[src/rtl/sigmoid_lut_regfile.sv]
// -----------------------------------------------------------------------------
// sigmoid_lut_regfile
//
// Register file that holds the sigmoid activation lookup table for the neuron
// datapath. The table can be filled two ways:
//   * random single-entry writes (write_en/address_in/data_in), ignored while a
//     bulk load is in progress or when the address is beyond the table;
//   * a streamed bulk load (load_start, then DEPTH beats on load_valid/
//     load_ready) that fills entries 0..DEPTH-1 in order.
// lut_valid is raised only when a bulk load has delivered all DEPTH beats.
// NUM_READ independent read ports return the stored entry one cycle after the
// address is presented. Same-cycle writes are not forwarded, so a read returns
// the value held before that write.
//
// Ports
//   clk         rising-edge clock
//   rst         synchronous active-high reset (clears the table too)
//   write_en    random write strobe
//   address_in  random write address
//   data_in     random write data
//   wr_reject   one-cycle pulse: the previous cycle's random write was dropped
//   load_start  begin, or restart, a bulk load at address 0
//   load_valid  load_data carries a beat
//   load_data   bulk-load beat data
//   load_ready  high while a bulk load is accepting beats
//   lut_valid   a complete bulk load has finished
//   rd_addr     packed read addresses, port i at [i*ADDR_WIDTH +: ADDR_WIDTH]
//   rd_data     packed read data, port i at [i*DATA_WIDTH +: DATA_WIDTH]
//   addr_err    bit i set when port i's address was beyond the table
// -----------------------------------------------------------------------------
module sigmoid_lut_regfile #(
    parameter int DATA_WIDTH = 4,
    parameter int DEPTH      = 32,
    parameter int ADDR_WIDTH = 5,
    parameter int NUM_READ   = 2
) (
    input  logic                           clk,
    input  logic                           rst,
    input  logic                           write_en,
    input  logic [ADDR_WIDTH-1:0]          address_in,
    input  logic [DATA_WIDTH-1:0]          data_in,
    output logic                           wr_reject,
    input  logic                           load_start,
    input  logic                           load_valid,
    input  logic [DATA_WIDTH-1:0]          load_data,
    output logic                           load_ready,
    output logic                           lut_valid,
    input  logic [NUM_READ*ADDR_WIDTH-1:0] rd_addr,
    output logic [NUM_READ*DATA_WIDTH-1:0] rd_data,
    output logic [NUM_READ-1:0]            addr_err
);

    typedef enum logic [1:0] {
        IDLE = 2'd0,
        LOAD = 2'd1,
        DONE = 2'd2
    } state_t;

    // The counter and address comparisons use one extra bit so that a table
    // filling the whole address space does not wrap before the last beat.
    localparam logic [ADDR_WIDTH:0] DEPTH_EXT = (ADDR_WIDTH+1)'(DEPTH);
    localparam logic [ADDR_WIDTH:0] LAST_BEAT = (ADDR_WIDTH+1)'(DEPTH - 1);

    state_t                  state_reg;
    logic [ADDR_WIDTH:0]     count_reg;
    logic                    lut_valid_reg;
    logic                    wr_reject_reg;
    logic [DATA_WIDTH-1:0]   mem_reg [DEPTH];

    logic in_load;
    logic wr_addr_ok;
    logic wr_accept;
    logic load_fire;

    assign in_load    = (state_reg == LOAD);
    assign wr_addr_ok = ({1'b0, address_in} < DEPTH_EXT);
    assign wr_accept  = write_en & wr_addr_ok & ~in_load;
    // A restart in the same cycle as a beat wins; the beat is thrown away.
    assign load_fire  = in_load & load_valid & ~load_start;

    assign load_ready = in_load;
    assign lut_valid  = lut_valid_reg;
    assign wr_reject  = wr_reject_reg;

    // -------------------------------------------------------------------------
    // Bulk-load sequencer
    // -------------------------------------------------------------------------
    always_ff @(posedge clk) begin
        if (rst) begin
            state_reg     <= IDLE;
            count_reg     <= '0;
            lut_valid_reg <= 1'b0;
        end else begin
            case (state_reg)
                IDLE: begin
                    if (load_start) begin
                        state_reg     <= LOAD;
                        count_reg     <= '0;
                        lut_valid_reg <= 1'b0;
                    end
                end
                LOAD: begin
                    if (load_start) begin
                        count_reg <= '0;
                    end else if (load_valid) begin
                        if (count_reg == LAST_BEAT) begin
                            state_reg     <= DONE;
                            lut_valid_reg <= 1'b1;
                        end else begin
                            count_reg <= count_reg + 1'b1;
                        end
                    end
                end
                DONE: begin
                    if (load_start) begin
                        state_reg     <= LOAD;
                        count_reg     <= '0;
                        lut_valid_reg <= 1'b0;
                    end
                end
                default: begin
                    state_reg     <= IDLE;
                    count_reg     <= '0;
                    lut_valid_reg <= 1'b0;
                end
            endcase
        end
    end

    // Dropped random writes are reported one cycle later.
    always_ff @(posedge clk) begin
        if (rst) begin
            wr_reject_reg <= 1'b0;
        end else begin
            wr_reject_reg <= write_en & ~(wr_addr_ok & ~in_load);
        end
    end

    // -------------------------------------------------------------------------
    // Table storage. Load beats and random writes never coincide because
    // random writes are refused while loading.
    // -------------------------------------------------------------------------
    always_ff @(posedge clk) begin
        for (int i = 0; i < DEPTH; i++) begin
            if (rst) begin
                mem_reg[i] <= '0;
            end else if (load_fire && (count_reg == (ADDR_WIDTH+1)'(i))) begin
                mem_reg[i] <= load_data;
            end else if (wr_accept && (address_in == ADDR_WIDTH'(i))) begin
                mem_reg[i] <= data_in;
            end
        end
    end

    // -------------------------------------------------------------------------
    // Read ports: registered, no write bypass, out-of-range reads return zero.
    // -------------------------------------------------------------------------
    for (genvar gi = 0; gi < NUM_READ; gi++) begin : g_rd
        logic [ADDR_WIDTH-1:0] addr;
        logic                  addr_ok;
        logic [DATA_WIDTH-1:0] data_reg;
        logic                  err_reg;

        assign addr    = rd_addr[gi*ADDR_WIDTH +: ADDR_WIDTH];
        assign addr_ok = ({1'b0, addr} < DEPTH_EXT);

        always_ff @(posedge clk) begin
            if (rst) begin
                data_reg <= '0;
                err_reg  <= 1'b0;
            end else begin
                err_reg  <= ~addr_ok;
                data_reg <= addr_ok ? mem_reg[addr] : '0;
            end
        end

        assign rd_data[gi*DATA_WIDTH +: DATA_WIDTH] = data_reg;
        assign addr_err[gi]                         = err_reg;
    end

endmodule

[config.mk]
export PLATFORM = sky130hd
export DESIGN_NAME = sigmoid_lut_regfile
export DESIGN_NICKNAME = d
export VERILOG_FILES = /design/src/rtl/sigmoid_lut_regfile.sv
export SDC_FILE = /design/constraint.sdc
export NUM_CORES = 1
export LEC_CHECK = 0
export CAP_MARGIN = 40
export CORE_ASPECT_RATIO = 1.75
export CORE_MARGIN = 1.5
export CORE_UTILIZATION = 56
export CTS_CLUSTER_SIZE = 28
export DETAILED_ROUTE_END_ITERATION = 16
export PLACE_DENSITY_LB_ADDON = 0.3
export RECOVER_POWER = 25
export SKIP_LAST_GASP = 1
export SLEW_MARGIN = 30
export SYNTH_ARGS = -nofsm -noshare
export SYNTH_HDL_FRONTEND = slang
export SYNTH_SLANG_ARGS = --single-unit
[constraint.sdc]
create_clock -name clk -period 1.9 [get_ports clk]
set_input_delay 0.19 -clock clk [delete_from_list [all_inputs] [get_ports clk]]
set_output_delay 0.19 -clock clk [all_outputs]
set_load 0.02 [all_outputs]
==> run metrics, run 1 <==
status finished, final reports clean; HP Start rst; final WL 29400 µm; Max FO, Critical Path 9; core region area around 16000 µm²; Req. time, crit path ~2.2 ns; Synth warnings 0; Syn Area/Cell between 10 and 15 µm²; area delta synth->final 19.0%; Setup Crit Path Kind reg2reg; Port-buffer cells 38; max-slew violations 0; PD cells between 700 and 800 nW/µm²; Die Ht 172 µm; Tightest Pin Transition 0.576 ns; CTS root buffer clkbuf_16; largest net degree at the start of global routing 56; reg-to-reg slack, setup 0.05 ns; period utilisation layout between 90% and 100%; first-pass GRT wire length approximately 44000 µm; asr flop ratio synth 0%; Slew headroom about 61%; final hold slack between 0.2 and 0.3 ns; top_reg_cell synth edfxtp_1; Top delay family on crit path simple AND/OR/NAND/NOR gates; Rows around 60; critical path cell sequence nand2b_1 -> or3_1 -> nor2_1 -> a22o_1; Pre-antenna DRT Iters 6; Hold Vio Cnt, Final 0; proportion of layout cells with a drive suffix above 1 between 20% and 30%; register area share after synthesis between 40 and 50%; Yosys reg bits 146; vias in the first global route approximately 7200; number of DRC markers in iteration 0 roughly 1300; # clock sinks ~150; wire per inst slightly above 30 µm; maximum vdd drop about 0.65 mV; HPWL Detailed 21300 µm; WP data arrival ~2.1 ns; Min-Delay Path Class in2reg; number of flops mapped to enable cells by yosys approximately 130; Max H-tree Level 4; initial core utilization between 50% and 60%; Via density 7.76; setup violators final 0; clk_lat worst skew approximately 0.43 ns; Critical Path Max Stage Delay between 0.4 and 0.5 ns; # diodes 0; I/O pins 41; P_leak between 3 and 4 nW; grt ovf 0; synthesized area roughly 9100 µm²; TritonCTS clock tree done; Final Wtd Congestion 1.00; synth unique cells a little over 50; clk slew on worst S/H paths 0.06 ns; CP startpoint count_reg[5]$_SDFFE_PP0P_; nets@finish roughly 780; Max Cap Viol 0; Buf+Inv Stages, Crit Path 0; routed vias approximately 7300; most common cell in the netlist edfxtp_1; Mapped Cells slightly below 700; CP Capture Type register; Achievable Freq 541 MHz; Total Routing Usage GR a little over a third; fillers between 1000 and 1500; synth top area cells edfxtp_1 (42%), mux4_2 (16%), a32o_1 (11%), dfxtp_1 (4.0%), a221o_1 (3.2%); max reg flops approximately 130; initial antenna violation count 0; RSZ-0062 raised after global routing false; area of the multi-input gates 4420 µm²; Reg area 4210 µm²; die width slightly below 100 µm; Max Root-Sink Buffers 2; die area between 15000 and 20000 µm²; Pwr Total ~8.3 mW; startpoint types register; most instantiated cells after synthesis edfxtp_1 (128), a32o_1 (96), mux4_2 (64), nor2_1 (54), clkbuf_1 (52); CTS Hold Bufs 0; share of the synthesized area in the top cell type 42.2%; Max Clock Skew 0.0113 ns; DRC violations left 0; worst r2r src count_reg[5]$_SDFFE_PP0P_; Final Critical Period 1.85 ns; TritonCTS Buffers 17; largest area contributor in the netlist edfxtp_1; critical path's slowest cell or3_1; Antenna Violating Nets Remaining 0
[metal layers]
metal / routed length (µm) / share of wire [%] / track usage (%)
met1: 9020 / 31 / 39.1
met5: 0 / 0 / 0
met4: 2380 / 8.1 / 25.5
met3: 2880 / 9.8 / 6.14
met2: 15100 / 51 / 61.5
[kinds of logic after synthesis]
logic type | Yosys count | share of synthesized area (%)
AO/OA/AOI/OAI | 203 | 20.8
adder cells (fa/ha/maj) | 4 | 0.549
buffers and inverters | 103 | 5.67
flip-flops | 146 | 46.1
multiplexers | 72 | 17.9
other | 1 | 0.0412
AND/OR/NAND/NOR | 154 | 8.82
[worst reg2reg max path, cell delays in order, from the launching register on]
cell and delay, ns:
dfxtp_2 0.37, nand2b_1 0.32, or3_1 0.49, nor2_1 0.32
a22o_1 0.21
[cell type report]
type	count	area share (%)
flip-flops and latches	146	38.8
well taps	189	2.18
clock buffers	26	5.29
multi-input cells	435	40.7
inverters	11	0.381
clock inverters	6	0.542
repair buffers	133	12.1
[where the power goes]
group | internal, mW | total (mW) | switching, mW
registers | 3.61 | 3.70 | 0.0887
logic | 0.517 | 1.13 | 0.610
clock network | 2.21 | 3.48 | 1.26
total | 6.35 | 8.31 | 1.96
[layout by cell type (no fill, tap or decap), drive strengths merged, types with 19 or more instances in the layout]
| cell | count |
|---|---|
| a221o | 29 |
| a22o | 33 |
| a32o | 96 |
| buf | 92 |
| clkbuf | 32 |
| clkdlybuf4s50 | 24 |
| edfxtp | 128 |
| mux4 | 71 |
| nand2 | 19 |
| nor2 | 54 |
[worst paths after layout]
kind                                                   to  depth (start not counted)
worst min-delay path            count_reg[1]$_SDFFE_PP0P_                          3
worst max-delay path             mem_reg[12][2]$_DFFE_PP_                          4
worst max register to register   mem_reg[12][2]$_DFFE_PP_                          4
worst min register to register     lut_valid$_SDFFE_PP0P_                          2
[stage by stage]
step	setup slack, ns	utilization [%]	cell area [µm²]	cells	setup TNS, ns
3_5_place_dp	-0.269	64.3	10200	914	-28.79
2_1_floorplan	0.0371	-	9110	684	0
3_3_place_gp	-0.240	64.2	10200	913	-23.82
6_report	0.0512	68.3	10800	946	0
5_1_grt	0.00120	68.3	10800	946	0
4_1_cts	-0.0109	68.3	10800	946	-0.0220
[timing repair]
item	4_1_cts	5_1_grt
endpoints found under the setup margin	53	71
setup buffers	0	0
resized for setup	4	9
Power figures use the tool's default switching activity.
==> inputs of run 2 (changes only) <==
- CORE_UTILIZATION: 56 -> 40
- REMOVE_ABC_BUFFERS: default -> 1
==> run 2 against run 1 <==
  * Flip-flop and latch count unchanged
  * Clock power rose by 5%
  * Clock skew is 0.0020 ns lower
  * Via count increased by 0.45%
  * Largest cell class unchanged
==> run metrics, run 2 (synthesized netlist as in run 1, its figures left out) <==
proportion of layout cells with a drive suffix above 1 28.6% (was 27.5%); Max FO, Critical Path 7 (was 9); grt ovf 0 (unchanged); first-pass GRT wire length 46300 µm (was 43800 µm); initial core utilization 40.9% (was 57.4%); Rows 72 (was 61); die width 117 µm (was 99.4 µm); Req. time, crit path 2.20 ns (was 2.19 ns); CTS Hold Bufs 0 (unchanged); setup violators final 0 (unchanged); maximum vdd drop 0.675 mV (was 0.645 mV); Antenna Violating Nets Remaining 0 (unchanged); critical path cell sequence nand2b_1 -> or3_1 -> nor2_1 -> a22o_1 (unchanged); Placed Instances 1025 (was 914); final hold slack 0.109 ns (was 0.273 ns); P_leak 3.81 nW (about the same); CTS root buffer clkbuf_16 (unchanged); HPWL Detailed 22200 µm (was 21300 µm); commonest cells after routing, fill and taps aside edfxtp_1 (128), a32o_1 (96), buf_4 (76), mux4_2 (64), nor2_1 (51) (was edfxtp_1 (128), a32o_1 (96), buf_4 (69), mux4_2 (64), nor2_1 (52)); Final Critical Period 1.89 ns (was 1.85 ns); TritonCTS clock tree done (unchanged); I/O pins 41 (unchanged); routed vias 7378 (was 7345); Setup Buffers After CTS 0 (unchanged); TritonCTS Buffers 17 (unchanged); Max Cap Viol 0 (unchanged); PD cells 772 nW/µm² (was 766 nW/µm²); Via density 6.98 (was 7.76); # diodes 0 (unchanged); Final Wtd Congestion 0.953 (was 1.00); die area 23700 µm² (was 17100 µm²); WP data arrival 2.19 ns (was 2.14 ns); Setup Crit Path Kind reg2reg (unchanged); period utilisation layout 99.4% (was 97.3%); startpoint types register (unchanged); initial antenna violation count 0 (unchanged); vias in the first global route 7744 (was 7247); max reg flops 128 (unchanged); area delta synth->final 21.1% (was 19.0%); Achievable Freq 529 MHz (was 541 MHz); max-slew violations 0 (unchanged); nets@finish 780 (was 776); number of DRC markers in iteration 0 867 (was 1267); reg-to-reg slack, setup 0.01 ns (was 0.05 ns); commonest non-fill, non-tap cell in the layout edfxtp_1 (unchanged); Die Ht 203 µm (was 172 µm); R2R depth 4 (unchanged); WHS Path Cells 2 (was 3); clk_lat worst skew 0.44 ns (was 0.43 ns); CP startpoint count_reg[5]$_SDFFE_PP0P_ (unchanged); final WL 30900 µm (was 29400 µm); clk slew on worst S/H paths 0.06 ns (about the same); status finished, final reports clean (unchanged); CP Capture Type register (unchanged); worst r2r src count_reg[5]$_SDFFE_PP0P_ (unchanged); Max Root-Sink Buffers 2 (unchanged); Max Clock Skew 0.00930 ns (was 0.0113 ns); Max H-tree Level 4 (unchanged); Port-buffer cells 38 (unchanged); Total Routing Usage GR 27.2% (was 35.5%); Critical Path Max Stage Delay 0.49 ns (about the same); Min-Delay Path Class in2reg (unchanged); # clock sinks 146 (unchanged); final non-filler cell total 1057 (was 946); DRC violations left 0 (unchanged); largest net degree at the start of global routing 33 (was 56); RSZ-0062 raised after global routing true (was false); critical path endpoint mem_reg[13][1]$_DFFE_PP_ (was mem_reg[12][2]$_DFFE_PP_); core region area 22300 µm² (was 15900 µm²); Pre-antenna DRT Iters 8 (was 6); wire per inst 29.3 µm (was 31.1 µm); Hold Vio Cnt, Final 0 (unchanged); Worst R2R End mem_reg[13][1]$_DFFE_PP_ (was mem_reg[12][2]$_DFFE_PP_); critical path's slowest cell or3_1 (unchanged)
[run 2: stage by stage]
stage | power (mW) | setup slack (ns) | instance area (µm²) | setup TNS, ns | util [%]
detailed placement | 4.89 | -0.374 | 10400 | -41.47 | 46.6
global route | 8.68 | -0.0223 | 11000 | -0.160 | 49.6
CTS | 8.48 | 0.00501 | 11000 | 0 | 49.4
finish | 8.52 | 0.0107 | 11000 | 0 | 49.6
floorplan | 4.19 | -0.272 | 8640 | -8.41 | -
global placement | 4.87 | -0.381 | 10400 | -40.15 | 46.6
[run 2: worst min path at each step]
| stage | start | endpoint | slack [ns] |
|---|---|---|---|
| 6_report | rst | count_reg[0]$_SDFFE_PP0P_ | 0.11 |
| 5_1_grt | rst | count_reg[0]$_SDFFE_PP0P_ | 0.13 |
| 4_1_cts | rst | count_reg[0]$_SDFFE_PP0P_ | 0.10 |
| 3_5_place_dp | lut_valid$_SDFFE_PP0P_ | lut_valid$_SDFFE_PP0P_ | 0.49 |
| 3_3_place_gp | lut_valid$_SDFFE_PP0P_ | lut_valid$_SDFFE_PP0P_ | 0.47 |
| 2_1_floorplan | rst | count_reg[0]$_SDFFE_PP0P_ | 0.26 |
[run 2: metal layers]
metal	up-vias	GRT usage, %	part of all wire [%]
li1	3043	-	-
met1	3635	28.5	32
met2	530	45.9	51
met3	170	4.78	7.7
met4	0	23.4	9.2
met5	-	0	0
[run 2: where the power goes]
group          switching, mW  internal (mW)
clock network           1.40           2.27
logic                  0.634          0.520
registers             0.0768           3.61
[run 2: layout make-up]
cell class / count / area (µm²)
clock buffers: 20 / 457
clock inverters: 12 / 179
fillers: 1927 / 11200
inverters: 11 / 41.3
multi-input cells: 435 / 4430
flip-flops and latches: 146 / 4210
well taps: 296 / 370
repair buffers: 137 / 1340
[run 2: what timing repair did]
item                       4_1_cts  5_1_grt
gates cloned                     0        0
setup endpoints to repair       39       84
resized for setup                3       12
pin swaps                        0        1
[run 2: critical path, delay by kind of cell (launching register included)]
| family | cells | cell delay, ns |
|---|---|---|
| and+or+nand+nor | 3 | 1.17 |
| DFF | 1 | 0.37 |
| AOI/OAI and AO/OA | 1 | 0.22 |
==> inputs of run 3 (changes only) <==
--- a/config.mk
+++ b/config.mk
@@ -7,10 +7,9 @@
 export LEC_CHECK = 0
 export CAP_MARGIN = 40
-export CORE_ASPECT_RATIO = 1.75
 export CORE_MARGIN = 1.5
 export CORE_UTILIZATION = 40
 export CTS_CLUSTER_SIZE = 28
 export DETAILED_ROUTE_END_ITERATION = 16
-export PLACE_DENSITY_LB_ADDON = 0.3
+export PLACE_DENSITY_LB_ADDON = 0.2
 export RECOVER_POWER = 25
 export REMOVE_ABC_BUFFERS = 1
==> constraint.sdc (replaced) <==
create_clock -name clk -period 1.9 [get_ports clk]
set_input_delay 0.19 -clock clk [delete_from_list [all_inputs] [get_ports clk]]
set_output_delay 0.19 -clock clk [all_outputs]
set_load 0.1 [all_outputs]
==> run 3 against run 2 <==
  * Worst hold slack better by 0.19 ns
  * Clock power is 2% higher
  * Power grew 2.9%
  * Critical path type unchanged
  * Clock skew shrank 0.0017 ns
  * Register-to-register slack about the same
  * Setup slack better by 0.015 ns
  * First-iteration DRC count up 3.7%
  * Die area is 0.14% lower
  * Non-clock buffer count grew 36
  * Cell count grew 2.4%
  * Utilization is 0.71 points higher
==> run metrics, run 3 (synthesized netlist as in run 1, its figures left out) <==
Via density 6.89 (was 6.98); post-route setup slack 0.0255 ns (was 0.0107 ns); WP data arrival 2.16 ns (was 2.19 ns); # clock sinks 146 (unchanged); DRC violations left 0 (unchanged); final WL 30400 µm (was 30900 µm); first-pass GRT wire length 45500 µm (was 46300 µm); die width 154 µm (was 117 µm); startpoint types register (unchanged); final hold slack 0.298 ns (was 0.109 ns); status finished, final reports clean (unchanged); proportion of layout cells with a drive suffix above 1 31.6% (was 28.6%); Pre-antenna DRT Iters 7 (was 8); maximum vdd drop 0.563 mV (was 0.675 mV); Max Root-Sink Buffers 2 (unchanged); Slew headroom between 40% and 50%; Max Clock Skew 0.00762 ns (was 0.00930 ns); grt ovf 0 (unchanged); TritonCTS Buffers 17 (unchanged); Setup Buffers After CTS 0 (unchanged); destination of the worst hold path count_reg[0]$_SDFFE_PP0P_ (unchanged); Min-Delay Path Class in2reg (unchanged); clk_lat worst skew 0.43 ns (was 0.44 ns); clk slew on worst S/H paths 0.06 ns (about the same); R2R depth 4 (unchanged); Antenna Violating Nets Remaining 0 (unchanged); WHS Path Cells 3 (was 2); Port-buffer cells 38 (unchanged); I/O pins 41 (unchanged); Die Ht 154 µm (was 203 µm); max reg flops 128 (unchanged); nets@finish 816 (was 780); core region area 22500 µm² (was 22300 µm²); Hold Vio Cnt, Final 0 (unchanged); HPWL Detailed 21200 µm (was 22200 µm); routed vias 7455 (was 7378); # diodes 0 (unchanged); Total Routing Usage GR 26.2% (was 27.2%); setup violators final 0 (unchanged); max-slew violations 0 (unchanged); Max Cap Viol 0 (unchanged); die area 23700 µm² (about the same); period utilisation layout 98.7% (was 99.4%); Final Wtd Congestion 0.939 (was 0.953); Final Critical Period 1.87 ns (was 1.89 ns); initial core utilization 40.5% (was 40.9%); area delta synth->final 24.2% (was 21.1%); final setup TNS 0 ns (unchanged); Achievable Freq 533 MHz (was 529 MHz); reg-to-reg slack, setup 0.03 ns (was 0.01 ns); DP Area 10700 µm² (was 10400 µm²); commonest non-fill, non-tap cell in the layout edfxtp_1 (unchanged); worst r2r src count_reg[5]$_SDFFE_PP0P_ (unchanged); CP Capture Type register (unchanged); CTS root buffer clkbuf_16 (unchanged); Tightest Pin Transition roughly 0.76 ns; final core occ 50.3% (was 49.6%); fillers 1916 (was 1927); largest net degree at the start of global routing 33 (unchanged); Placed Instances 1050 (was 1025); Max FO, Critical Path 12 (was 7); P_leak 3.99 nW (was 3.81 nW); RSZ-0062 raised after global routing true (unchanged); Rows 55 (was 72); Req. time, crit path 2.19 ns (was 2.20 ns); Setup WS pre-CTS -0.278 ns (was -0.374 ns); commonest cells after routing, fill and taps aside edfxtp_1 (128), buf_4 (99), a32o_1 (96), mux4_2 (64), nor2_1 (53) (was edfxtp_1 (128), a32o_1 (96), buf_4 (76), mux4_2 (64), nor2_1 (51)); PD cells 775 nW/µm² (was 772 nW/µm²); TritonCTS clock tree done (unchanged); Pwr Total 8.76 mW (was 8.52 mW); Max H-tree Level 4 (unchanged); initial antenna violation count 1 (was 0); wire per inst 28.1 µm (was 29.3 µm); Setup Crit Path Kind reg2reg (unchanged); final non-filler cell total 1082 (was 1057); number of DRC markers in iteration 0 899 (was 867); vias in the first global route 7372 (was 7744); Worst R2R End mem_reg[25][1]$_DFFE_PP_ (was mem_reg[13][1]$_DFFE_PP_); design area 11300 µm² (was 11000 µm²); HP Start rst (unchanged)
[run 3: layout make-up]
type	instances	area [µm²]	share of cell area [%]
clock buffer	17	425	3.76
tap	285	357	3.15
multi-input combinational	435	4440	39.3
inverter	11	41.3	0.365
clock inverter	15	226	2.00
sequential	146	4200	37.2
timing repair buffer	173	1620	14.3
[run 3: per-layer routing]
layer	share of wire (%)	up-vias	track usage [%]
met2	48	472	41.8
met1	40	3798	35.2
li1	-	3124	-
met5	0.043	-	0
met3	8.8	59	5.05
met4	3.0	2	10.9
[run 3: worst max path at each step]
| stage | start | to | slack, ns | depth (start not counted) |
|---|---|---|---|---|
| detailed placement | rd_addr[7] | g_rd[1].data_reg[1]$_SDFF_PP0_ | -0.28 | 5 |
| floorplan | state_reg[1]$_SDFFE_PP0P_ | mem_reg[0][0]$_DFFE_PP_ | -0.66 | 5 |
| CTS | state_reg[1]$_SDFFE_PP0P_ | mem_reg[0][1]$_DFFE_PP_ | 0.003 | 6 |
| global placement | rd_addr[0] | g_rd[0].data_reg[0]$_SDFF_PP0_ | -0.22 | 7 |
| finish | count_reg[5]$_SDFFE_PP0P_ | mem_reg[25][1]$_DFFE_PP_ | 0.03 | 4 |
| global route | mem_reg[1][0]$_DFFE_PP_ | g_rd[0].data_reg[0]$_SDFF_PP0_ | -0.05 | 5 |
[run 3: what timing repair did]
action	4_1_cts	5_1_grt
setup endpoints to repair	4	48
hold buffers	0	0
pin swaps	1	0
resized for setup	0	10
[run 3: power by group]
part	switching [mW]	internal, mW
clock network	1.41	2.35
logic	0.772	0.537
registers	0.0808	3.61
[run 3: critical path: stages (launching register included)]
cell and delay, ns:
dfxtp_1 0.35, or3_1 0.53, nor2_1 0.40, buf_4 0.27, a32o_1 0.19
